### config.mk
export PLATFORM = sky130hd
export DESIGN_NAME = ram_stream_reader_flat
export DESIGN_NICKNAME = d
export VERILOG_FILES = /design/src/rtl/ram_rd_pkg.sv /design/src/rtl/ram_stream_reader_if.sv /design/src/rtl/ram_rd_addr_ctr.sv /design/src/rtl/ram_stream_reader.sv /design/src/flat_wrapper.sv
export SDC_FILE = /design/constraint.sdc
export NUM_CORES = 1
export LEC_CHECK = 0
export ABC_AREA = 1
export BUFFER_PORTS_ARGS = -buffer_cell sky130_fd_sc_hd__buf_2
export CORE_ASPECT_RATIO = 0.75
export CORE_MARGIN = 1.5
export CORE_UTILIZATION = 47
export CTS_BUF_LIST = sky130_fd_sc_hd__clkbuf_16
export CTS_CLUSTER_SIZE = 8
export DETAILED_ROUTE_END_ITERATION = 10
export PLACE_DENSITY = 0.85
export REMOVE_ABC_BUFFERS = 1
export SLEW_MARGIN = 40
export SYNTH_ARGS = -nofsm -noshare
export SYNTH_HDL_FRONTEND = slang
export SYNTH_SLANG_ARGS = --single-unit
### constraint.sdc
create_clock -name clk -period 3 [get_ports clk]
set_clock_uncertainty 0.2 [all_clocks]
set_input_delay 0 -clock clk [delete_from_list [all_inputs] [get_ports clk]]
set_output_delay 0 -clock clk [all_outputs]
set_load 0.02 [all_outputs]
### src/rtl/ram_rd_pkg.sv
// Shared types and constants for the operand-RAM read sequencer.
// State codes are kept as fixed localparams so the encoding matches older netlists.
package ram_rd_pkg;

  localparam int RD_DEPTH = 10;
  localparam int RD_AW    = 6;
  localparam int RD_DW    = 16;

  localparam logic [15:0] RD_CLEAR_DATA = 16'h0000;

  localparam logic [1:0] ST_IDLE   = 2'd0;
  localparam logic [1:0] ST_STREAM = 2'd1;
  localparam logic [1:0] ST_FIN    = 2'd2;

  typedef enum logic [1:0] {
    IDLE   = ST_IDLE,
    STREAM = ST_STREAM,
    FIN    = ST_FIN
  } rd_state_e;

  // A request is serviceable only if it names 1..depth words starting inside the RAM.
  function automatic logic rd_req_ok(input int base, input int len, input int depth);
    return (len != 0) && (len <= depth) && (base < depth);
  endfunction

endpackage

### src/rtl/ram_stream_reader_if.sv
// RAM port plus outbound valid/ready stream of the read sequencer.
// master = sequencer side, slave = RAM/datapath side.
interface ram_stream_reader_if
  import ram_rd_pkg::*;
#(
  parameter int AW = RD_AW,
  parameter int DW = RD_DW
);

  logic [AW-1:0] mem_a;
  logic          mem_we;
  logic [DW-1:0] mem_di;
  logic [DW-1:0] mem_do;
  logic          m_valid;
  logic          m_ready;
  logic [DW-1:0] m_data;
  logic          m_last;

  modport master (
    output mem_a, mem_we, mem_di, m_valid, m_data, m_last,
    input  mem_do, m_ready
  );

  modport slave (
    input  mem_a, mem_we, mem_di, m_valid, m_data, m_last,
    output mem_do, m_ready
  );

endinterface

### src/rtl/ram_rd_addr_ctr.sv
// Loadable address counter wrapping at DEPTH-1 (non power-of-2), plus a
// remaining-word down-counter whose last flag marks the final beat.
module ram_rd_addr_ctr
  import ram_rd_pkg::*;
#(
  parameter int DEPTH = RD_DEPTH,
  parameter int AW    = RD_AW
) (
  input  logic          clk,
  input  logic          rst,
  input  logic          i_load,
  input  logic          i_step,
  input  logic [AW-1:0] i_base,
  input  logic [AW-1:0] i_len,
  output logic [AW-1:0] o_addr,
  output logic          o_last
);

  logic [AW-1:0] r_addr;
  logic [AW-1:0] r_rem;

  always_ff @(posedge clk) begin
    if (rst) begin
      r_addr <= '0;
      r_rem  <= '0;
    end else if (i_load) begin
      r_addr <= i_base;
      r_rem  <= i_len;
    end else if (i_step) begin
      r_addr <= (r_addr == AW'(DEPTH - 1)) ? '0 : r_addr + AW'(1);
      r_rem  <= r_rem - AW'(1);
    end
  end

  assign o_addr = r_addr;
  assign o_last = (r_rem == AW'(1));

endmodule

### src/rtl/ram_stream_reader.sv
// Drains a programmed window of the operand RAM as a valid/ready stream.
// Optional clear-on-read behind each consumed word: define RAM_RD_CLEAR_ON_READ_EN.
module ram_stream_reader
  import ram_rd_pkg::*;
#(
  parameter int DEPTH = RD_DEPTH,
  parameter int AW    = RD_AW,
  parameter int DW    = RD_DW
) (
  input  logic                clk,
  input  logic                rst,
  input  logic                start,
  input  logic [AW-1:0]       base_addr,
  input  logic [AW-1:0]       len,
  output logic                busy,
  output logic                done,
  output logic                err,
  ram_stream_reader_if.master bus
);

  rd_state_e     r_state;
  logic          r_err;
  logic          w_req_ok;
  logic          w_load;
  logic          w_valid;
  logic          w_hs;
  logic          w_last;
  logic [AW-1:0] w_addr;

  assign w_req_ok = rd_req_ok(32'(base_addr), 32'(len), DEPTH);
  assign w_load   = (r_state == IDLE) && start && w_req_ok;
  assign w_valid  = (r_state == STREAM);
  assign w_hs     = w_valid && bus.m_ready;

  ram_rd_addr_ctr #(
    .DEPTH (DEPTH),
    .AW    (AW)
  ) u_ctr (
    .clk    (clk),
    .rst    (rst),
    .i_load (w_load),
    .i_step (w_hs),
    .i_base (base_addr),
    .i_len  (len),
    .o_addr (w_addr),
    .o_last (w_last)
  );

  always_ff @(posedge clk) begin
    if (rst) begin
      r_state <= IDLE;
      r_err   <= 1'b0;
    end else begin
      unique case (r_state)
        IDLE: begin
          if (start) begin
            r_state <= w_req_ok ? STREAM : FIN;
            r_err   <= !w_req_ok;
          end
        end
        STREAM: begin
          if (w_hs && w_last) begin
            r_state <= FIN;
          end
        end
        FIN:     r_state <= IDLE;
        default: r_state <= IDLE;
      endcase
    end
  end

  assign busy = (r_state != IDLE);
  assign done = (r_state == FIN);
  assign err  = done && r_err;

  assign bus.m_valid = w_valid;
  assign bus.m_last  = w_valid && w_last;
  assign bus.m_data  = w_valid ? bus.mem_do : '0;
  assign bus.mem_a   = w_addr;
  assign bus.mem_di  = DW'(RD_CLEAR_DATA);

`ifdef RAM_RD_CLEAR_ON_READ_EN
  // Gated by rst so a reset landing on a handshake edge leaves the entry intact.
  assign bus.mem_we = w_hs && !rst;
`else
  assign bus.mem_we = 1'b0;
`endif

endmodule

### src/flat_wrapper.sv
// flat-port wrapper written by rule: the top's interface ports become plain ports
module ram_stream_reader_flat import ram_rd_pkg::*;
#(
  parameter int DEPTH = RD_DEPTH,
  parameter int AW    = RD_AW,
  parameter int DW    = RD_DW
)
  (clk, rst, start, base_addr, len, busy, done, err, bus_mem_a, bus_mem_we, bus_mem_di, bus_m_valid, bus_m_data, bus_m_last, bus_mem_do, bus_m_ready);
  ram_stream_reader_if #(.AW(AW), .DW(DW)) bus_i ();
  input  logic clk;
  input  logic rst;
  input  logic start;
  input  logic [AW-1:0] base_addr;
  input  logic [AW-1:0] len;
  output logic busy;
  output logic done;
  output logic err;
  output wire logic [$bits(bus_i.mem_a)-1:0] bus_mem_a;
  output wire logic [$bits(bus_i.mem_we)-1:0] bus_mem_we;
  output wire logic [$bits(bus_i.mem_di)-1:0] bus_mem_di;
  output wire logic [$bits(bus_i.m_valid)-1:0] bus_m_valid;
  output wire logic [$bits(bus_i.m_data)-1:0] bus_m_data;
  output wire logic [$bits(bus_i.m_last)-1:0] bus_m_last;
  input wire logic [$bits(bus_i.mem_do)-1:0] bus_mem_do;
  input wire logic [$bits(bus_i.m_ready)-1:0] bus_m_ready;
  assign bus_mem_a = bus_i.mem_a;
  assign bus_mem_we = bus_i.mem_we;
  assign bus_mem_di = bus_i.mem_di;
  assign bus_m_valid = bus_i.m_valid;
  assign bus_m_data = bus_i.m_data;
  assign bus_m_last = bus_i.m_last;
  assign bus_i.mem_do = bus_mem_do;
  assign bus_i.m_ready = bus_m_ready;
  ram_stream_reader #(.DEPTH(DEPTH), .AW(AW), .DW(DW)) u_core (.clk(clk), .rst(rst), .start(start), .base_addr(base_addr), .len(len), .busy(busy), .done(done), .err(err), .bus(bus_i));
endmodule
==> impl_metrics.toml <==
[floorplan]
dieHeight_um = 49.0
start_util_pct = 50.2
die_w_um = 64.3
coreArea_um2 = 2640
row_count = 16
die-area_um2 = 3150
boundaryPins = 76

[sta]
hold_viol = 0
timing.final.crit_period_ns = 2.17
fin_crit_sh_pct = 72.2
tns_ns = 0
drv_slew = 0
rsz0062_at_grt = "no"
setup_viol = 0
timing.fmax_mhz = 462
finalWorstSetupSlack_ns = 0.835

[clocking]
clk_pin_slew_ns = 0.05
cts_tree = "done"
cts_sinks = 15
hold_buffers = 10
cts_max_level = 1
cts_buffer_depth = 2
cts_buffers = 3
clk_latency_ns = 0.24
cts_root_buffer = "clkbuf_16"
cts_resized = 0
postCtsSetupBuffers = 0

[setup_path]
regToRegStartpoint = "u_core.r_state[1]"
crit_required_ns = 2.93
critical_path.startpoint = "len[1]"
ff2ff_path_depth = 8
cp.arrival_ns = 2.10
r2r_slack_ns = 0.88
critical_path_class = "in -> reg"
critPathLaunchType = "primary input"
path_max_fanout = 6
end_kind = "flip-flop"

[yosys]
synthAdderAreaFrac_pct = 3.77
synth_cell_types = 30
synth_top_family_by_area = "simple AND/OR/NAND/NOR gates"
synthSimpleGateAreaFrac_pct = 37.7
synthCells = 206
netlist_area_um2 = 1330
synth-seq-cells = 15
yosys_warnings = 0
synth_xor_area_share_pct = 4.62
synth_top_area_share_pct = 22.6
synthMuxAreaShare_pct = 0
ys_seq_area_share_pct = 22.6
synth.avg_cell_area_um2 = 6.44
synth_compound_area_share_pct = 7.64
synth_top_cell_by_area = "dfxtp_1"
synth_area_leaders = "dfxtp_1 23%, buf_4 10%, nor2_1 9.9%"

[route]
num_vias = 1389
viasPerCell = 4.51
drtAntennaViolNets = 0
wl_per_cell_um = 10.1
routed_wl_um = 3130
dr.first_iter.drc_count = 68
drc = 0
first_pass_iters = 4

[layout]
instances_no_fill = 308
drive_above_1_share_pct = 26.8
area_delta_synth_final_pct = 30.8
diodes = 0
nets = 309
design_area_um2 = 1740

[place]
post-place-ws_ns = 1.36
place_area_um2 = 1560
dp_cells = 294
gp_congestion = 0.813
dp_hpwl_um = 2320
io_buffers = 58

[global_routing]
grtUsageMet1_pct = 27.7
grt_max_degree = 23
antenna_found_initial = 0
grt_busiest_layer = "met2"
grt_usage_pct = 20.5
grt_pass1_wl_um = 5240
grtUsageMet2_pct = 34.7
overflow = 0
grt_util_met3_pct = 4.62
grt_pass1_vias = 1219

[power]
totalPowerFinal_w = 0.000572
peakVddDrop_uv = 397
power.leakage_nw = 1.04
p_per_area_nw_per_um2 = 330
power_frac_clock_pct = 45.1
swShare_pct = 26.5
intPower_w = 0.000421
power.net_switching_w = 0.000152
combPwrFrac_pct = 18.5
pwr-share-seq_pct = 36.4

[outcome]
status = "complete, no violations"

[hold_path]
worstHoldPathCells = 5
hp-class = "in -> reg"
worstHoldStart = "base_addr[3]"

[run]
cap_violations = 0
power by group through the flow:
| stage | sequential, W | clock [W] | combinational, W |
|---|---|---|---|
| after floorplan | 0.000212 | 0 | 0.0000612 |
| after global placement | 0.000212 | 0 | 0.0000939 |
| after detailed placement | 0.000212 | 0 | 0.0000954 |
| after CTS | 0.000208 | 0.000261 | 0.000106 |
| after global routing | 0.000209 | 0.000271 | 0.000117 |
| final | 0.000208 | 0.000258 | 0.000106 |
synthesized netlist by cell type (all sizes together):
cell     n
a21oi    9
a31oi    1
and3     1
buf     20
clkbuf   2
conb     1
dfxtp   15
ha       4
inv     37
nand2   33
nand3   27
nand3b   1
nand4    2
nor2    38
nor3     1
o211a    1
o211ai   1
o21ai    5
xnor2    3
xor2     4
path summary, 6_finish.rpt:
| check | to |
|---|---|
| setup reg to reg | u_core.u_ctr.o_addr[3] |
| setup / recovery | u_core.u_ctr.o_addr[3] |
| hold reg to reg | u_core.u_ctr.r_rem[5] |
| hold / removal | u_core.r_state[1] |
cell families after synthesis:
kind of cell | after synthesis
fa+ha+maj | 4
flops | 15
compound gates | 17
other cells | 1
buf+inv | 59
xor+xnor | 7
simple gates | 103
area by class of cell:
cell class / count / area, um2
multi-input combinational: 148 / 777
clock buffer: 3 / 75.1
tap: 36 / 45.0
sequential: 15 / 300
clock inverter: 1 / 3.75
timing repair buffer: 68 / 390
fill: 241 / 907
inverter: 37 / 144
cells in the final DEF (no fill, tap or decap):
master / count
buf_2: 58
nor2_1: 35
inv_1: 34
nand2_1: 32
nand3_1: 26
conb_1: 17
dfxtp_1: 15
dlygate4sd3_1: 10
a21oi_1: 7
o21ai_0: 4
xor2_1: 4
ha_1: 4
xnor2_1: 3
clkbuf_16: 3
inv_2: 2
inv_4: 2
nor2_8: 2
a21oi_2: 2
nor2_4: 1
nand2_4: 1
and3_1: 1
nand4_1: 1
nand4_4: 1
nor3_1: 1
nand3b_1: 1
nand3_2: 1
o211ai_1: 1
o21ai_1: 1
o211a_1: 1
a31oi_1: 1
layer usage:
layer  vias to the layer above  part of all wire (%)
met2                        41                    47
met3                         2                   5.2
met1                       611                    47
li1                        735                     -
met5                         -                     0
met4                         0                  0.35
state kept, by name, indices dropped and copies added (netlist names):
signal,flops
u_core.r_err,1
u_core.r_state,2
u_core.u_ctr.o_addr,6
u_core.u_ctr.r_rem,6
critical path, stage by stage:
cell and delay [ns]:
dlygate4sd3_1 0.53, buf_2 0.14, nand2_1 0.06, nand2_1 0.05
nand2_1 0.12, inv_1 0.07, nor2_1 0.29, nand3_1 0.14
nand2_1 0.10, a21oi_2 0.04, dlygate4sd3_1 0.55
metrics by stage:
stage | utilization [%] | hold slack [ns]
detailed placement | 58.9 | 0.0884
global route | 65.7 | 0.0745
CTS | 65.7 | 0.0547
finish | 65.7 | 0.0520
floorplan | - | -0.138
global placement | 58.9 | 0.0860
(Power assumes the default switching activity.)
